**src/rtl/spi_controller_pkg.sv**
```systemverilog
// Shared definitions for the SPI controller: register map, CTRL/STATUS
// bit positions, engine configuration word and FSM states.
package spi_controller_pkg;

   localparam logic [3:0] ADDR_CTRL   = 4'h0;
   localparam logic [3:0] ADDR_STATUS = 4'h4;
   localparam logic [3:0] ADDR_TXDATA = 4'h8;
   localparam logic [3:0] ADDR_RXDATA = 4'hC;

   // CTRL layout; bits [8:0] map one-to-one onto spi_config_t
   localparam int CTRL_W         = 13;
   localparam int CTRL_CFG_MSB   = 8;
   localparam int CTRL_CS_AUTO   = 9;
   localparam int CTRL_CS_LEVEL  = 10;
   localparam int CTRL_RX_IRQ_EN = 11;
   localparam int CTRL_ENABLE    = 12;

   // STATUS layout
   localparam int STAT_W        = 7;
   localparam int STAT_TX_EMPTY = 0;
   localparam int STAT_TX_FULL  = 1;
   localparam int STAT_RX_EMPTY = 2;
   localparam int STAT_RX_FULL  = 3;
   localparam int STAT_TX_OVF   = 4;
   localparam int STAT_RX_OVF   = 5;
   localparam int STAT_ACTIVE   = 6;

   typedef struct packed {
      logic [3:0] prescaler;
      logic       bit_order;
      logic [1:0] frame_size;
      logic [1:0] mode;
   } spi_config_t;

   typedef enum logic [2:0] {
      ST_IDLE,
      ST_SETUP,
      ST_WAIT_HI,
      ST_WAIT_LO,
      ST_CAPTURE
   } state_t;

endpackage

```
**src/rtl/spi_controller_if.sv**
```systemverilog
// CPU-side register bus of the SPI controller.
interface spi_controller_if;
   logic [3:0]  bus_addr;
   logic        bus_wr;
   logic        bus_rd;
   logic [31:0] bus_wdata;
   logic [31:0] bus_rdata;
   logic        irq;

   modport master (
      output bus_addr, bus_wr, bus_rd, bus_wdata,
      input  bus_rdata, irq
   );

   modport slave (
      input  bus_addr, bus_wr, bus_rd, bus_wdata,
      output bus_rdata, irq
   );
endinterface

```
**src/rtl/spi_fifo.sv**
```systemverilog
// Synchronous FIFO with wrap-bit pointers. Pushes while full and pops
// while empty are ignored; the caller decides whether that is an error.
module spi_fifo #(
   parameter int WIDTH = 32,
   parameter int DEPTH = 8
) (
   input  logic             clk,
   input  logic             rst_n,
   input  logic             push,
   input  logic [WIDTH-1:0] push_data,
   input  logic             pop,
   output logic [WIDTH-1:0] head,
   output logic             empty,
   output logic             full
);
   localparam int AW = $clog2(DEPTH);

   logic [WIDTH-1:0] mem [DEPTH];
   logic [AW:0]      wr_ptr;
   logic [AW:0]      rd_ptr;
   logic             do_push;
   logic             do_pop;

   assign empty   = (wr_ptr == rd_ptr);
   assign full    = (wr_ptr[AW] != rd_ptr[AW]) && (wr_ptr[AW-1:0] == rd_ptr[AW-1:0]);
   assign do_push = push && !full;
   assign do_pop  = pop && !empty;
   assign head    = mem[rd_ptr[AW-1:0]];

   // pointer update; simultaneous push and pop leave the count unchanged
   always_ff @(posedge clk) begin
      if (!rst_n) begin
         wr_ptr <= '0;
         rd_ptr <= '0;
      end else begin
         if (do_push) wr_ptr <= wr_ptr + 1'b1;
         if (do_pop)  rd_ptr <= rd_ptr + 1'b1;
      end
   end

   // storage write, no reset needed since reads are qualified by empty
   always_ff @(posedge clk) begin
      if (do_push) mem[wr_ptr[AW-1:0]] <= push_data;
   end
endmodule

```
**src/rtl/spi_controller.sv**
```systemverilog
// Memory-mapped SPI controller: CTRL/STATUS registers, TX/RX FIFOs and
// the sequencer that launches one engine transfer per TX word.
//
// state      | meaning
// -----------+------------------------------------------------------
// ST_IDLE    | no transfer; launch when enabled and TX FIFO has data
// ST_SETUP   | CS setup cycle; tx_start pulses on leaving
// ST_WAIT_HI | waiting for the engine to raise busy
// ST_WAIT_LO | engine shifting; waiting for busy to drop
// ST_CAPTURE | push rx_data; chain next word or return to idle
module spi_controller
   import spi_controller_pkg::*;
#(
   parameter int FIFO_DEPTH = 8
) (
   input  logic            clk,
   input  logic            rst_n,
   spi_controller_if.slave bus,
   output logic            cs_n,
   output logic            tx_start,
   output logic [31:0]     tx_data,
   input  logic [31:0]     rx_data,
   input  logic            busy,
   output spi_config_t     spi_config
);
   state_t              state;
   logic [CTRL_W-1:0]   ctrl;
   logic                tx_ovf;
   logic                rx_ovf;
   logic                cs_act;

   logic                tx_push;
   logic                tx_pop;
   logic                tx_empty;
   logic                tx_full;
   logic [31:0]         tx_head;
   logic                rx_push;
   logic                rx_pop;
   logic                rx_empty;
   logic                rx_full;
   logic [31:0]         rx_head;

   logic                wr_ctrl;
   logic                wr_status;
   logic                launch;
   logic [STAT_W-1:0]   status;
   logic [31:0]         rd_mux;
   logic                unused_wdata;

   assign wr_ctrl   = bus.bus_wr && (bus.bus_addr == ADDR_CTRL);
   assign wr_status = bus.bus_wr && (bus.bus_addr == ADDR_STATUS);
   assign tx_push   = bus.bus_wr && (bus.bus_addr == ADDR_TXDATA);
   assign rx_pop    = bus.bus_rd && (bus.bus_addr == ADDR_RXDATA);

   // a launch pops the TX head and latches config, from IDLE or chained from CAPTURE
   assign launch  = ((state == ST_IDLE) || (state == ST_CAPTURE))
                    && ctrl[CTRL_ENABLE] && !tx_empty;
   assign tx_pop  = launch;
   assign rx_push = (state == ST_CAPTURE);

   assign cs_n    = ctrl[CTRL_CS_AUTO] ? ~cs_act : ~ctrl[CTRL_CS_LEVEL];
   assign bus.irq = ctrl[CTRL_RX_IRQ_EN] && !rx_empty;

   assign unused_wdata = ^bus.bus_wdata[31:CTRL_W];

   spi_fifo #(.WIDTH(32), .DEPTH(FIFO_DEPTH)) u_tx_fifo (
      .clk       (clk),
      .rst_n     (rst_n),
      .push      (tx_push),
      .push_data (bus.bus_wdata),
      .pop       (tx_pop),
      .head      (tx_head),
      .empty     (tx_empty),
      .full      (tx_full)
   );

   spi_fifo #(.WIDTH(32), .DEPTH(FIFO_DEPTH)) u_rx_fifo (
      .clk       (clk),
      .rst_n     (rst_n),
      .push      (rx_push),
      .push_data (rx_data),
      .pop       (rx_pop),
      .head      (rx_head),
      .empty     (rx_empty),
      .full      (rx_full)
   );

   // status word as seen by a STATUS read
   always_comb begin
      status                = '0;
      status[STAT_TX_EMPTY] = tx_empty;
      status[STAT_TX_FULL]  = tx_full;
      status[STAT_RX_EMPTY] = rx_empty;
      status[STAT_RX_FULL]  = rx_full;
      status[STAT_TX_OVF]   = tx_ovf;
      status[STAT_RX_OVF]   = rx_ovf;
      status[STAT_ACTIVE]   = (state != ST_IDLE);
   end

   // read data select; empty RX reads return zero
   always_comb begin
      rd_mux = '0;
      case (bus.bus_addr)
         ADDR_CTRL:   rd_mux = {{(32-CTRL_W){1'b0}}, ctrl};
         ADDR_STATUS: rd_mux = {{(32-STAT_W){1'b0}}, status};
         ADDR_RXDATA: rd_mux = rx_empty ? '0 : rx_head;
         default:     rd_mux = '0;
      endcase
   end

   // register file: CTRL, sticky overflow flags (set wins over W1C), read data
   always_ff @(posedge clk) begin
      if (!rst_n) begin
         ctrl          <= '0;
         tx_ovf        <= 1'b0;
         rx_ovf        <= 1'b0;
         bus.bus_rdata <= '0;
      end else begin
         if (wr_ctrl) ctrl <= bus.bus_wdata[CTRL_W-1:0];

         if (tx_push && tx_full)
            tx_ovf <= 1'b1;
         else if (wr_status && bus.bus_wdata[STAT_TX_OVF])
            tx_ovf <= 1'b0;

         if (rx_push && rx_full)
            rx_ovf <= 1'b1;
         else if (wr_status && bus.bus_wdata[STAT_RX_OVF])
            rx_ovf <= 1'b0;

         bus.bus_rdata <= bus.bus_rd ? rd_mux : '0;
      end
   end

   // transfer sequencer with registered engine-side outputs
   always_ff @(posedge clk) begin
      if (!rst_n) begin
         state      <= ST_IDLE;
         tx_start   <= 1'b0;
         tx_data    <= '0;
         spi_config <= '0;
         cs_act     <= 1'b0;
      end else begin
         tx_start <= 1'b0;
         if (launch) begin
            spi_config <= spi_config_t'(ctrl[CTRL_CFG_MSB:0]);
            tx_data    <= tx_head;
            cs_act     <= 1'b1;
         end
         case (state)
            ST_IDLE: begin
               if (launch) state <= ST_SETUP;
            end
            ST_SETUP: begin
               tx_start <= 1'b1;
               state    <= ST_WAIT_HI;
            end
            ST_WAIT_HI: begin
               if (busy) state <= ST_WAIT_LO;
            end
            ST_WAIT_LO: begin
               if (!busy) state <= ST_CAPTURE;
            end
            ST_CAPTURE: begin
               if (launch) begin
                  state <= ST_SETUP;
               end else begin
                  state  <= ST_IDLE;
                  cs_act <= 1'b0;
               end
            end
            default: state <= ST_IDLE;
         endcase
      end
   end
endmodule

```
**src/flat_wrapper.sv**
```systemverilog
// flat-port wrapper written by rule: the top's interface ports become plain ports
module spi_controller_flat import spi_controller_pkg::*;
#(
   parameter int FIFO_DEPTH = 8
)
  (clk, rst_n, cs_n, tx_start, tx_data, rx_data, busy, spi_config, bus_bus_addr, bus_bus_wr, bus_bus_rd, bus_bus_wdata, bus_bus_rdata, bus_irq);
  spi_controller_if bus_i ();
  input  logic clk;
  input  logic rst_n;
  output logic cs_n;
  output logic tx_start;
  output logic [31:0] tx_data;
  input  logic [31:0] rx_data;
  input  logic busy;
  output spi_config_t spi_config;
  input wire logic [$bits(bus_i.bus_addr)-1:0] bus_bus_addr;
  input wire logic [$bits(bus_i.bus_wr)-1:0] bus_bus_wr;
  input wire logic [$bits(bus_i.bus_rd)-1:0] bus_bus_rd;
  input wire logic [$bits(bus_i.bus_wdata)-1:0] bus_bus_wdata;
  output wire logic [$bits(bus_i.bus_rdata)-1:0] bus_bus_rdata;
  output wire logic [$bits(bus_i.irq)-1:0] bus_irq;
  assign bus_i.bus_addr = bus_bus_addr;
  assign bus_i.bus_wr = bus_bus_wr;
  assign bus_i.bus_rd = bus_bus_rd;
  assign bus_i.bus_wdata = bus_bus_wdata;
  assign bus_bus_rdata = bus_i.bus_rdata;
  assign bus_irq = bus_i.irq;
  spi_controller #(.FIFO_DEPTH(FIFO_DEPTH)) u_core (.clk(clk), .rst_n(rst_n), .bus(bus_i), .cs_n(cs_n), .tx_start(tx_start), .tx_data(tx_data), .rx_data(rx_data), .busy(busy), .spi_config(spi_config));
endmodule
```
**config.mk**
```make
export PLATFORM = sky130hd
export DESIGN_NAME = spi_controller_flat
export DESIGN_NICKNAME = d
export VERILOG_FILES = /design/src/rtl/spi_controller_pkg.sv /design/src/rtl/spi_controller_if.sv /design/src/rtl/spi_fifo.sv /design/src/rtl/spi_controller.sv /design/src/flat_wrapper.sv
export SDC_FILE = /design/constraint.sdc
export NUM_CORES = 1
export LEC_CHECK = 0
export ABC_AREA = 0
export BUFFER_PORTS_ARGS = -buffer_cell sky130_fd_sc_hd__buf_4
export CELL_PAD_IN_SITES_DETAIL_PLACEMENT = 2
export CELL_PAD_IN_SITES_GLOBAL_PLACEMENT = 2
export CORE_MARGIN = 4
export CORE_UTILIZATION = 50
export CTS_CLUSTER_SIZE = 10
export DETAILED_ROUTE_END_ITERATION = 8
export GPL_TIMING_DRIVEN = 0
export PLACE_DENSITY = 0.95
export REMOVE_ABC_BUFFERS = 1
export SYNTH_ARGS = -nofsm -noshare
export SYNTH_HDL_FRONTEND = slang
export SYNTH_SLANG_ARGS = --single-unit
```
**constraint.sdc**
```tcl
create_clock -name clk -period 8.4 [get_ports clk]
set_input_delay 0.84 -clock clk [delete_from_list [all_inputs] [get_ports clk]]
set_output_delay 0.84 -clock clk [all_outputs]
set_load 0.01 [all_outputs]
```
After elaboration in Yosys (flattened, before gate mapping)
Memory sizes are Yosys's and may differ from the RTL's. A register that Yosys moved wholly into a read port is not among the register bits. Cells that the tools add are included.

Word-level logic and storage cells: 91. RAM bits: 512. Output and inout bits: 76. Memory bits (read-only): 0. Bits in latches: 0. Memories kept: 2. Register bits after elaboration: 77.

Equal/unequal tests: 16. Mux-type cells: 22. Bitwise operators: 2. Divide/modulo/power cells: 0. Shift-type cells: 0. Reduce and logical (&&, ||, !) cells: 30. Multiply operators: 0. Magnitude comparators: 0. Add/subtract/negate cells: 4.

Memory list: u_core.u_rx_fifo.mem (depth 8, bits a word 32, read ports 1, clocked after memory_dff 1, wr ports 1, line spi_fifo.sv:18) `logic [WIDTH-1:0] mem [DEPTH];`; u_core.u_tx_fifo.mem (depth 8, bits a word 32, read ports 1, clocked after memory_dff 1, wr ports 1, line spi_fifo.sv:18).

Operator list (number): $pmux W32 S3 (1); $mux W32 (1); $logic_and A1 B1 Y1 (17); $add A4 B1 Y4 const B (4); $mux W3 (5); $pmux W3 S5 (1); $mux W1 (14); $eq A4 B4 Y1 (2); $eq A4 B4 Y1 const B (2); $eq A3 B2 Y1 const B (2); $eq A3 B3 Y1 (2); $ne A2 B2 Y1 const B (3); $logic_not A1 Y1 (5); $eq A4 B3 Y1 const B (1); $logic_not A4 Y1 (1); $reduce_bool A2 Y1 (2); $eq A3 B1 Y1 const B (1); $eq A3 B3 Y1 const B (1); $logic_not A3 Y1 (1); $reduce_and A3 Y1 (1); $reduce_bool A3 Y1 (1); $ne A1 B1 Y1 (2); $not A1 Y1 (2); $reduce_and A2 Y1 (1); $logic_or A1 B1 Y1 (1).

Depth between registers and ports, before layout
Depth in word-level cells: 7. Depth in mapped cells: 7.

Cells and area by module
Synthesis repeated with hierarchy kept, for this count alone.

Cells, all modules: 1279. Area, all modules: 24395.9 um^2.

By module, submodules not included: spi_fifo (instances 2, cells each 453, seq. area each 7907.6 um^2, area each 10470.0 um^2); spi_controller (instances 1, cells each 373, seq. area each 1861.8 um^2, area each 3455.8 um^2).

Least setup slack after synthesis
OpenSTA, ideal clock, no wires.

Kind: input to register. Start point: in bus_bus_addr[1]. End point: mem u_core.u_tx_fifo.mem[0][0], enable pin. Setup slack: 4.078 ns. Arrival: 3.861 ns. Path buffers: 0. Required time: 7.939 ns. Cell stages on the path: 4. Library setup time: 0.461 ns. Path through: nor3_1 nand3_1 or3_1 nor3_1.

Word-level cells in the longest chain between the ends: 5.

RTL lines: start: declaration (line flat_wrapper.sv:16) `input wire logic [$bits(bus_i.bus_addr)-1:0] bus_bus_addr;`; $eq A4 B4 Y1 (line spi_controller.sv:52) `assign tx_push = bus.bus_wr && (bus.bus_addr == ADDR_TXDATA);`; $logic_and A1 B1 Y1 (line spi_controller.sv:52); $logic_and A1 B1 Y1 (line spi_fifo.sv:26) `assign do_push = push && !full;`; $mux W1 (line spi_fifo.sv:43) `if (do_push) mem[wr_ptr[AW-1:0]] <= push_data;`; $mux W1 (implied by the code) (line spi_fifo.sv:43); end: declaration (line spi_fifo.sv:18).

Every way passes these cells.

Worst setup path in the final report
Start point: reg u_core.u_tx_fifo.rd_ptr[0]. End point: mem u_core.u_tx_fifo.mem[0][14], enable pin.

Word-level cells in the longest chain between the ends: 6.

RTL lines: start: declaration (line spi_fifo.sv:20) `logic [AW:0] rd_ptr;`; start signal: assignment (line spi_fifo.sv:37) `if (do_pop) rd_ptr <= rd_ptr + 1'b1;`; $eq A3 B3 Y1 (line spi_fifo.sv:25) `assign full = (wr_ptr[AW] != rd_ptr[AW]) && (wr_ptr[AW-1:0] == rd_ptr[AW-1:0]);`; $logic_and A1 B1 Y1 (line spi_fifo.sv:25); $logic_not A1 Y1 (line spi_fifo.sv:26); $logic_and A1 B1 Y1 (line spi_fifo.sv:26); $mux W1 (line spi_fifo.sv:43); $mux W1 (implied by the code) (line spi_fifo.sv:43).

Every way passes these cells.

==> results_dict.tcl <==
set metrics [dict create \
    wl_per_cell_um 37.3 \
    clock_sinks 624 \
    cp_common_cell "buf_6" \
    cts_hold_buf 0 \
    combPwrFrac_pct 1.5 \
    num_rows 78 \
    start_kind "flop" \
    die_h_um 223 \
    relSlewSlack_pct 28.7 \
    ant_nets 0 \
    seq_area_um2 17600 \
    ys_seq_area_share_pct 75.9 \
    initial_core_util_pct 50.8 \
    power.switching_mw 1.39 \
    slew_viol_final 0 \
    clk_latency_ns 0.63 \
    cts_setup_buffers 0 \
    fillers 3597 \
    power.leakage_nw 8.90 \
    hp-class "input port to flop" \
    yosysWarnings 0 \
    die_w_um 223 \
    r2r_start "u_core.u_tx_fifo.rd_ptr[0]$_SDFFE_PN0P_" \
    grt.total_usage_pct 30.8 \
    min-delay-start "busy" \
    switching_share_pct 21.7 \
    powerDensity_nw_per_um2 231 \
    pre_cts_slack_ns 4.94 \
    reg2regPathDepth 6 \
    grt_pass1_wl_um 110000 \
    worstMarginPinSlew_ns 1.07 \
    place_area_um2 25600 \
    outcome "complete, no violations" \
    design_area_um2 27600 \
    cp-end-kind "flop" \
    cp_slowest_cell "dfxtp_4" \
    portBuffers 148 \
    clockRootBuffer "clkbuf_16" \
    multiInputGateArea_um2 5370 \
    layout_commonest_cell "edfxtp_1" \
    clk_pin_slew_ns 0.06 \
    cts_max_level 3 \
    cts_tree "yes" \
    drt-total-wl_um 76400 \
    whs_path_depth 2 \
    die-area_um2 49900 \
    required_ns 8.73 \
    dpl.hpwl_um 44200 \
    ir_drop_mv 0.204 \
    grt_pass1_vias 14322 \
    rsz0062_at_grt "false" \
    fin_crit_ns 3.55 \
    overflow 0 \
    p_int_mw 5.00 \
    avgSynthCellArea_um2 19.4 \
    cts_buffer_depth 3 \
    drtIter0Drc 1345 \
    ioPinCount 149 \
    vias_per_cell 6.32 \
    fin_skew_ns 0.0238 \
    worstPathCellList "xor2_1 > nor4_2 > or3_1 > nor3_2 > buf_6 > buf_6" \
    syn_area_um2 23200 \
    maxCapViolCount 0 \
    p_seq_share_pct 52.4 \
    gp_congestion 0.706 \
    grt_max_degree 61 \
    worst-r2r-setup-slack_ns 4.85 \
    period_share_pct 42.2 \
    nets 1466 \
    setup_viol 0 \
    crit_fanout 34 \
    cts-resized-gates 0 \
    setup_ws_ns 4.85 \
    cts_buffers 72 \
    final_cell_mix "512 x edfxtp_1, 149 x buf_4, 128 x mux4_2" \
    ys.flop_type "edfxtp_1" \
    min_to "u_core.state[2]$_SDFFE_PN0P_" \
    worstReg2RegEnd "u_core.u_tx_fifo.mem[0][14]$_DFFE_PP_" \
    crit_type "flop to flop" \
    drive_gt1_share_pct 29.8 \
    max_freq_ghz 0.282 \
    core_um2 45700 \
    antenna_found_initial 3 \
    synth_cell_types 46 \
    synthArstFlopShare_pct 0 \
    netlist_instances 1194 \
    critPathMaxStageDelay_ns 0.83 \
    first_pass_iters 5 \
    drc 0 \
    vias 12944 \
    finalHoldViolations 0 \
    area_growth_pct 19.1 \
    clkPwrFrac_pct 46.1 \
    ys_ff_latch 624 \
    synth_edf_count 512 \
    cp.arrival_ns 3.87 \
]
==> area by class of cell <==
cell class	instances	share of cell area, %
diodes	1	0.00905
repair buffers	187	6.43
well taps	600	2.72
clock buffers	126	7.25
flip-flops and latches	624	63.8
inverters	6	0.0815
clock inverters	7	0.299
multi-input cells	498	19.4
==> synth_stat cells (3+ instances only) <==
library cell	instances	share of area (%)
edfxtp_1	512	66
mux4_2	128	12
dfxtp_1	112	9.7
mux2i_1	76	3.3
a21oi_1	57	1.2
nor2_1	50	0.81
nand2_1	46	0.74
o21ai_0	41	0.88
buf_2	31	0.67
clkbuf_1	24	0.39
nand3_1	16	0.34
nand2b_1	11	0.30
xor2_1	8	0.30
mux2_2	7	0.34
nor3_1	7	0.15
a22oi_1	6	0.19
buf_1	5	0.081
inv_1	5	0.081
and3_1	4	0.11
ha_1	4	0.22
a31oi_1	3	0.081
buf_4	3	0.097
nor3b_1	3	0.097
or3_1	3	0.081
xnor2_1	3	0.11
==> worst max path at each step <==
stage	from	to	slack (ns)	cells past startpoint
floorplan	u_core.u_tx_fifo.rd_ptr[0]$_SDFFE_PN0P_	u_core.u_tx_fifo.mem[0][0]$_DFFE_PP_	2.11	4
global placement	u_core.u_tx_fifo.rd_ptr[0]$_SDFFE_PN0P_	u_core.u_tx_fifo.mem[0][18]$_DFFE_PP_	-1.21	4
finish	u_core.u_tx_fifo.rd_ptr[0]$_SDFFE_PN0P_	u_core.u_tx_fifo.mem[0][14]$_DFFE_PP_	4.85	6
CTS	u_core.u_tx_fifo.rd_ptr[0]$_SDFFE_PN0P_	u_core.u_tx_fifo.mem[0][14]$_DFFE_PP_	4.85	6
detailed placement	bus_bus_addr[1]	u_core.u_tx_fifo.mem[0][18]$_DFFE_PP_	4.94	7
global route	u_core.u_tx_fifo.rd_ptr[0]$_SDFFE_PN0P_	u_core.u_tx_fifo.mem[1][14]$_DFFE_PP_	4.73	6
==> flip-flops by register name, summed over array words and instances (netlist names), named ones only <==
name,cells
u_core.bus.bus_rdata,32
u_core.cs_act,1
u_core.ctrl,13
u_core.rx_ovf,1
u_core.spi_config,9
u_core.state,3
u_core.tx_data,32
u_core.tx_ovf,1
u_core.tx_start,1
u_core.u_rx_fifo.mem,256
u_core.u_rx_fifo.rd_ptr,4
u_core.u_rx_fifo.wr_ptr,4
u_core.u_tx_fifo.mem,256
u_core.u_tx_fifo.rd_ptr,4
u_core.u_tx_fifo.wr_ptr,4
==> stage by stage <==
stage	util, %	cells	TNS (ns)	power (mW)	hold slack (ns)
finish	60.5	2049	0	6.39	0.419
detailed placement	55.9	1915	0	3.50	0.476
CTS	60.5	2048	0	6.43	0.396
global route	60.5	2048	0	6.57	0.403
global placement	54.2	1876	-107.00	3.49	0.470
floorplan	-	1128	0	3.43	0.437
==> critical path, delay by kind of cell (launching register included) <==
kind / cells / cell delay [ns]
XOR/XNOR: 1 / 0.48
flip-flops: 1 / 0.83
buffers and inverters: 2 / 0.48
AND/OR/NAND/NOR: 3 / 1.44
==> kinds of logic (layout without fill, tap and decap cells) <==
group                      Yosys count  count (layout)  synth area share (%)
and+or+nand+nor                    157             157                  3.28
adders and majority gates            4               4                 0.216
AOI/OAI and AO/OA                  115             115                  2.71
buffers and inverters               72             326                  1.45
muxes                              211             211                  16.0
xor gates and xnor gates            11              11                 0.415
other                                0               1                     0
DFF                                624             624                  75.9
==> power by group through the flow <==
stage	Sequential, mW	Combinational (mW)	Clock (mW)
3_5_place_dp	3.41	0.0903	0
6_report	3.35	0.0954	2.94
2_1_floorplan	3.41	0.0128	0
3_3_place_gp	3.41	0.0731	0
4_1_cts	3.35	0.0945	2.99
5_1_grt	3.34	0.101	3.13
==> per-layer routing <==
| metal | wire length, um | track usage [%] | up-vias | part of all wire (%) |
|---|---|---|---|---|
| met5 | 47 | 0 | - | 0.062 |
| met4 | 3110 | 11.8 | 6 | 4.1 |
| met3 | 5080 | 7.33 | 179 | 6.7 |
| met2 | 40100 | 54.1 | 615 | 53 |
| met1 | 28000 | 37.1 | 6959 | 37 |
| li1 | - | - | 5185 | - |
Power figures use the tool's default switching activity.
